**src/rtl/mem_port_arbiter.sv**
```systemverilog
// Shares a single memory port between instruction fetch (read-only) and the data port.
// Data port wins by default; a starvation counter forces a fetch grant after STARVE_LIMIT
// consecutive data wins over a waiting fetch. One transaction in flight at a time.
// Optional: define ARB_TIMEOUT_EN to enable a read-response watchdog (TIMEOUT_CYCLES).
module mem_port_arbiter #(
   parameter int unsigned AW             = 32,
   parameter int unsigned DW             = 32,
   parameter int unsigned STARVE_LIMIT   = 3,
   parameter int unsigned TIMEOUT_CYCLES = 64
) (
   input  logic            i_clk,
   input  logic            i_reset,
   input  logic            i_if_req,
   input  logic [AW-1:0]   i_if_addr,
   output logic            o_if_gnt,
   output logic            o_if_rvalid,
   output logic [DW-1:0]   o_if_rdata,
   input  logic            i_dm_req,
   input  logic            i_dm_we,
   input  logic [AW-1:0]   i_dm_addr,
   input  logic [DW-1:0]   i_dm_wdata,
   input  logic [DW/8-1:0] i_dm_be,
   output logic            o_dm_gnt,
   output logic            o_dm_rvalid,
   output logic [DW-1:0]   o_dm_rdata,
   output logic            o_mem_req,
   output logic            o_mem_we,
   output logic [AW-1:0]   o_mem_addr,
   output logic [DW-1:0]   o_mem_wdata,
   output logic [DW/8-1:0] o_mem_be,
   input  logic            i_mem_ready,
   input  logic            i_mem_rvalid,
   input  logic [DW-1:0]   i_mem_rdata,
   output logic            o_err
);

   localparam int unsigned BW = DW / 8;
   localparam int unsigned SW = (STARVE_LIMIT > 0) ? $clog2(STARVE_LIMIT + 1) : 1;
   localparam logic [SW-1:0] STARVE_MAX = SW'(STARVE_LIMIT);

   typedef enum logic [1:0] {StIdle, StReq, StWait} state_e;

   state_e          state_q;
   logic            owner_dm_q;
   logic            we_q;
   logic [AW-1:0]   addr_q;
   logic [DW-1:0]   wdata_q;
   logic [BW-1:0]   be_q;
   logic [SW-1:0]   starve_cnt_q;
   logic            if_rvalid_q;
   logic            dm_rvalid_q;
   logic [DW-1:0]   if_rdata_q;
   logic [DW-1:0]   dm_rdata_q;

   logic            force_if;
   logic            dm_win;
   logic            if_win;

`ifdef ARB_TIMEOUT_EN
   localparam int unsigned TW = (TIMEOUT_CYCLES > 1) ? $clog2(TIMEOUT_CYCLES) : 1;
   localparam logic [TW-1:0] TMO_LAST = TW'(TIMEOUT_CYCLES - 1);
   logic [TW-1:0]   tmo_cnt_q;
   logic            err_q;
`endif

   // Winner selection: data port first unless the fetch side has waited too long.
   always_comb begin
      force_if = i_if_req && (STARVE_LIMIT != 0) && (starve_cnt_q == STARVE_MAX);
      dm_win   = i_dm_req && !force_if;
      if_win   = i_if_req && !dm_win;
   end

   assign o_if_gnt    = (state_q == StIdle) && if_win;
   assign o_dm_gnt    = (state_q == StIdle) && dm_win;
   assign o_mem_req   = (state_q == StReq);
   assign o_mem_we    = we_q;
   assign o_mem_addr  = addr_q;
   assign o_mem_wdata = wdata_q;
   assign o_mem_be    = be_q;
   assign o_if_rvalid = if_rvalid_q;
   assign o_if_rdata  = if_rdata_q;
   assign o_dm_rvalid = dm_rvalid_q;
   assign o_dm_rdata  = dm_rdata_q;
`ifdef ARB_TIMEOUT_EN
   assign o_err       = err_q;
`else
   assign o_err       = 1'b0;
`endif

   // Arbitration FSM: capture winner, drive the bus, route the read response back.
   always_ff @(posedge i_clk or posedge i_reset) begin
      if (i_reset) begin
         state_q      <= StIdle;
         owner_dm_q   <= 1'b0;
         we_q         <= 1'b0;
         addr_q       <= '0;
         wdata_q      <= '0;
         be_q         <= '0;
         starve_cnt_q <= '0;
         if_rvalid_q  <= 1'b0;
         dm_rvalid_q  <= 1'b0;
         if_rdata_q   <= '0;
         dm_rdata_q   <= '0;
`ifdef ARB_TIMEOUT_EN
         tmo_cnt_q    <= '0;
         err_q        <= 1'b0;
`endif
      end else begin
         // Response strobes are single-cycle pulses.
         if_rvalid_q <= 1'b0;
         dm_rvalid_q <= 1'b0;
`ifdef ARB_TIMEOUT_EN
         err_q       <= 1'b0;
`endif
         case (state_q)
            StIdle: begin
               if (o_dm_gnt) begin
                  owner_dm_q <= 1'b1;
                  we_q       <= i_dm_we;
                  addr_q     <= i_dm_addr;
                  wdata_q    <= i_dm_wdata;
                  be_q       <= i_dm_be;
                  state_q    <= StReq;
                  // Count only wins that actually kept a fetch waiting.
                  if (i_if_req && (starve_cnt_q != STARVE_MAX)) begin
                     starve_cnt_q <= starve_cnt_q + 1'b1;
                  end
               end else if (o_if_gnt) begin
                  owner_dm_q   <= 1'b0;
                  we_q         <= 1'b0;
                  addr_q       <= i_if_addr;
                  wdata_q      <= '0;
                  be_q         <= '1;
                  state_q      <= StReq;
                  starve_cnt_q <= '0;
               end
            end
            StReq: begin
               if (i_mem_ready) begin
                  state_q <= we_q ? StIdle : StWait;
`ifdef ARB_TIMEOUT_EN
                  tmo_cnt_q <= '0;
`endif
               end
            end
            StWait: begin
               if (i_mem_rvalid) begin
                  if (owner_dm_q) begin
                     dm_rdata_q  <= i_mem_rdata;
                     dm_rvalid_q <= 1'b1;
                  end else begin
                     if_rdata_q  <= i_mem_rdata;
                     if_rvalid_q <= 1'b1;
                  end
                  state_q <= StIdle;
               end
`ifdef ARB_TIMEOUT_EN
               else if (tmo_cnt_q == TMO_LAST) begin
                  // Give up: return zero data so the requester is not stuck.
                  err_q <= 1'b1;
                  if (owner_dm_q) begin
                     dm_rdata_q  <= '0;
                     dm_rvalid_q <= 1'b1;
                  end else begin
                     if_rdata_q  <= '0;
                     if_rvalid_q <= 1'b1;
                  end
                  state_q <= StIdle;
               end else begin
                  tmo_cnt_q <= tmo_cnt_q + 1'b1;
               end
`endif
            end
            default: state_q <= StIdle;
         endcase
      end
   end

endmodule

```
**config.mk**
```make
export PLATFORM = sky130hd
export DESIGN_NAME = mem_port_arbiter
export DESIGN_NICKNAME = d
export VERILOG_FILES = /design/src/rtl/mem_port_arbiter.sv
export SDC_FILE = /design/constraint.sdc
export NUM_CORES = 1
export LEC_CHECK = 0
export BUFFER_PORTS_ARGS = -buffer_cell sky130_fd_sc_hd__buf_2
export CORE_MARGIN = 1
export CORE_UTILIZATION = 41
export DETAILED_ROUTE_END_ITERATION = 7
export GPL_TIMING_DRIVEN = 0
export PLACE_DENSITY = 0.86
export SLEW_MARGIN = 25
export SYNTH_ARGS = -nofsm -noshare
export SYNTH_HDL_FRONTEND = slang
export SYNTH_SLANG_ARGS = --single-unit
```
**constraint.sdc**
```tcl
create_clock -name i_clk -period 4.1 [get_ports i_clk]
set_input_delay 0.615 -clock i_clk [delete_from_list [all_inputs] [get_ports i_clk]]
set_output_delay 0.615 -clock i_clk [all_outputs]
set_load 0.01 [all_outputs]
```
==> metrics.txt <==
# TYPE chip_impl_metric gauge
chip_impl_info{name="outcome",value="finished, final reports clean"} 1
chip_impl_metric{name="grt_first_pass_wirelength",unit="microns"} 23490
chip_impl_info{name="critPathTopFamily",value="buffers and inverters"} 1
chip_impl_metric{name="powerDensity",unit="nW/um^2"} 778.7
chip_impl_metric{name="netlist_area",unit="sq um"} 5597
chip_impl_metric{name="async_flop_share",unit="%"} 100.0
chip_impl_metric{name="post-route-cell-area",unit="sq um"} 7835
chip_impl_metric{name="min_period",unit="ns"} 2.685
chip_impl_metric{name="filler_cell_count",unit=""} 1041
chip_impl_metric{name="initial_core_util",unit="%"} 42.09
chip_impl_metric{name="maxCapViolCount",unit=""} 0
chip_impl_info{name="cells_along_the_critical_path",value="ha_1, nand2_1, nand3_2, inv_2, buf_2, buf_2, buf_2"} 1
chip_impl_metric{name="globalRouteOverflowTotal",unit=""} 0
chip_impl_metric{name="seq_area_frac_synth",unit="%"} 62.60
chip_impl_metric{name="antenna_left",unit=""} 0
chip_impl_metric{name="die-width",unit="microns"} 118.8
chip_impl_metric{name="finish.net_count",unit=""} 802
chip_impl_metric{name="finalClockSkew",unit="ns"} 0.005719
chip_impl_metric{name="post_drt_via_cell_ratio",unit=""} 5.136
chip_impl_metric{name="numPortBuffers",unit=""} 276
chip_impl_info{name="endpoint_kind",value="output port"} 1
chip_impl_metric{name="synth.lib_cells_used.distinct",unit=""} 29
chip_impl_metric{name="number_of_flops_mapped_to_enable_cells_by_yosys",unit=""} 0
chip_impl_metric{name="critical_path_buf_inv_count",unit=""} 4
chip_impl_metric{name="final_hold_viol_count",unit=""} 0
chip_impl_metric{name="drt_drc_violations_left",unit=""} 0
chip_impl_info{name="root_buffer_cell",value="sky130_fd_sc_hd__clkbuf_16"} 1
chip_impl_metric{name="die_h",unit="microns"} 118.8
chip_impl_metric{name="clock_tree.buffer_depth",unit=""} 2
chip_impl_metric{name="syn_nets",unit=""} 503
chip_impl_info{name="slowest_stage",value="sky130_fd_sc_hd__dfrtp_1"} 1
chip_impl_metric{name="syn-mean-instance-area",unit="sq um"} 15.42
chip_impl_metric{name="post_cts_resized",unit=""} 0
chip_impl_metric{name="drive_above_1_share",unit="%"} 62.70
chip_impl_metric{name="die_area",unit="sq um"} 14120
chip_impl_metric{name="worstMarginPinSlew",unit="ns"} 0.5962
chip_impl_metric{name="clk_transition_reported_paths",unit="ns"} 0.06
chip_impl_metric{name="floorplan.io_pins",unit=""} 278
chip_impl_metric{name="dp_hpwl",unit="microns"} 11260
chip_impl_metric{name="timing.critical_path.arrival",unit="ns"} 2.07
chip_impl_metric{name="cts_post_setup_buffers_inserted",unit=""} 0
chip_impl_metric{name="max_clock_freq",unit="MHz"} 372.5
chip_impl_metric{name="place.gp.congestion",unit=""} 0.7924
chip_impl_metric{name="antenna_violations_before_repair",unit=""} 1
chip_impl_metric{name="drv_slew",unit=""} 0
chip_impl_metric{name="timing.final.setup_violations",unit=""} 0
chip_impl_metric{name="total_of_flip_flops_plus_latches_after_synthesis",unit=""} 140
chip_impl_metric{name="critical-path-max-stage-delay",unit="ns"} 0.40
chip_impl_metric{name="layout-area-overhead-vs-synth",unit="%"} 40.00
chip_impl_metric{name="clock_latency_reported_for_the_late_side_of_the_worst_skew_pair",unit="ns"} 0.42
chip_impl_metric{name="htree_levels",unit=""} 4
chip_impl_metric{name="totalWireLength",unit="microns"} 14870
chip_impl_info{name="yosys.area.top_type",value="sky130_fd_sc_hd__dfrtp_1"} 1
chip_impl_info{name="synth-main-ff-cell",value="sky130_fd_sc_hd__dfrtp_1"} 1
chip_impl_metric{name="post_layout_total_power",unit="mW"} 6.101
chip_impl_metric{name="worst-path-max-fanout",unit=""} 10
chip_impl_metric{name="cts_hold_buffers",unit=""} 0
chip_impl_metric{name="coreArea",unit="sq um"} 13300
chip_impl_info{name="setup.worst_path.start_class",value="flop"} 1
chip_impl_info{name="hp_class",value="in -> async"} 1
chip_impl_metric{name="vias_in_the_first_global_route",unit=""} 4555
chip_impl_info{name="cts_tree",value="done"} 1
chip_impl_metric{name="cts_sinks",unit=""} 140
chip_impl_metric{name="setup-tns-final",unit="ns"} 0
chip_impl_info{name="rsz0062_at_grt",value="no"} 1
chip_impl_metric{name="grt_use_total",unit="%"} 21.95
chip_impl_metric{name="cts_buffers",unit=""} 17
chip_impl_metric{name="worst_ep_required_time",unit="ns"} 3.48
chip_impl_metric{name="wl_per_cell",unit="microns"} 17.49
chip_impl_metric{name="yosysTopAreaCellShare",unit="%"} 62.60
chip_impl_metric{name="finalCritPeriodShare",unit="%"} 65.48
chip_impl_metric{name="syn_inst",unit=""} 363
chip_impl_metric{name="synthesis.yosys.warnings",unit=""} 0
chip_impl_metric{name="detailedRoute.firstPassIterationCount",unit=""} 4
chip_impl_metric{name="grt_start_max_net_pins",unit=""} 34
chip_impl_metric{name="placed_cell_area",unit="sq um"} 7282
chip_impl_metric{name="first_iter_violations",unit=""} 203
chip_impl_metric{name="vias",unit=""} 4366
chip_impl_info{name="synth_area_leaders",value="sky130_fd_sc_hd__dfrtp_1 (63%), sky130_fd_sc_hd__mux2_2 (13%), sky130_fd_sc_hd__a221o_1 (5.7%), sky130_fd_sc_hd__nor3b_2 (5.6%), sky130_fd_sc_hd__a22o_1 (5.2%)"} 1
chip_impl_metric{name="leakage",unit="nW"} 4.010
chip_impl_metric{name="largest_voltage_drop_on_the_vdd_net",unit="uV"} 407.7
chip_impl_info{name="cp_common_cell",value="sky130_fd_sc_hd__buf_2"} 1
chip_impl_metric{name="std_cell_rows",unit=""} 42
chip_impl_info{name="critPathKind",value="reg -> out"} 1
chip_impl_metric{name="slew_headroom",unit="%"} 60.17
through the flow:
step                utilization, %  worst slack (ns)  std cells  hold WS [ns]
floorplan                        -             1.736        363        0.4535
global placement             54.17             1.066        815        0.4695
detailed placement           54.77             1.732        819        0.4774
CTS                          58.91             1.394        849        0.2673
global route                 58.93             1.235        850        0.2923
finish                       58.93             1.415        850        0.2720
layer usage:
layer  track usage, %  vias to the layer above  routed length [microns]
met5                0                        -                        0
met4            9.098                        0                      312
met3            6.657                       24                      923
met2            38.49                      223                     7757
met1            24.81                     2151                     5877
li1                 -                     1968                        -
final cells by class:
cell class	count	area, sq um	area share (%)
Inverter	5	22.52	0.2874
Sequential cell	140	3503	44.71
Multi-Input combinational cell	189	1886	24.07
Tap cell	176	220.2	2.811
Clock buffer	23	457.9	5.845
Antenna cell	1	2.502	0.03194
Timing Repair Buffer	280	1461	18.65
Clock inverter	7	92.59	1.182
Buffer	29	188.9	2.411
layout by cell type (no fill, tap or decap), drive strengths merged:
cell      netlist  routed
buf            23     303
nand2b          2       2
clkbuf          6      29
diode           0       1
ha              1       1
dfrtp         140     140
or3b            1       1
nor2b           1       1
conb            1       1
a22o           33      33
nor3b          33      33
clkinv          0       5
o22a            4       4
nand4b          1       1
clkinvlp        0       1
o21a            1       1
o32ai           1       1
nand3           2       2
nor2            2       2
inv             5       4
nand2           6       6
bufinv          0       2
mux2           64      64
o21ai           4       4
a221o          32      32
synthesized netlist by cell type, drive strengths merged, types with 2 or more instances:
cell / number
a221o: 32
a22o: 33
buf: 23
clkbuf: 6
dfrtp: 140
inv: 5
mux2: 64
nand2: 6
nand2b: 2
nand3: 2
nor2: 2
nor3b: 33
o21ai: 4
o22a: 4
logic make-up after synthesis:
kind of cell,count (synthesis),share of synthesized area [%]
AOI/OAI and AO/OA,75,12.16
and+or+nand+nor,48,8.361
buffers and inverters,34,3.711
DFF,140,62.60
other,1,0.06700
muxes,64,12.88
adders and majority gates,1,0.2235
power breakdown:
part           switching [mW]  internal (mW)  total (mW)
registers               0.361           2.02        2.38
logic                    1.15           1.12        2.27
clock network           0.547          0.903        1.45
path summary, 6_finish.rpt:
check	from	end	slack, ns	cells after the start
setup / recovery	starve_cnt_q[0]	o_dm_gnt	1.42	7
hold / removal	i_reset	o_mem_wdata[6]	0.27	2
setup reg to reg	state_q[0]	o_if_rdata[7]	2.33	4
hold reg to reg	o_mem_be[3]	o_mem_be[3]	0.49	1
max in group asynchronous	i_reset	o_if_rdata[21]	3.08	4
min in group i_clk	i_mem_ready	state_q[0]	0.41	2
flip-flops by register name, summed over array words and instances, names as in the netlist:
name          flops
o_dm_rdata       32
o_if_rdata       32
o_mem_addr       32
o_mem_wdata      32
o_mem_be          4
starve_cnt_q      2
state_q           2
o_dm_rvalid       1
o_if_rvalid       1
o_mem_we          1
owner_dm_q        1
worst reg2reg max path: cells and delay by family, from the launching register on:
family | cells | cell delay, ns
simple gates | 2 | 0.65
buf+inv | 1 | 0.23
mux | 1 | 0.35
flops | 1 | 0.43
Power figures use the tool's default switching activity.
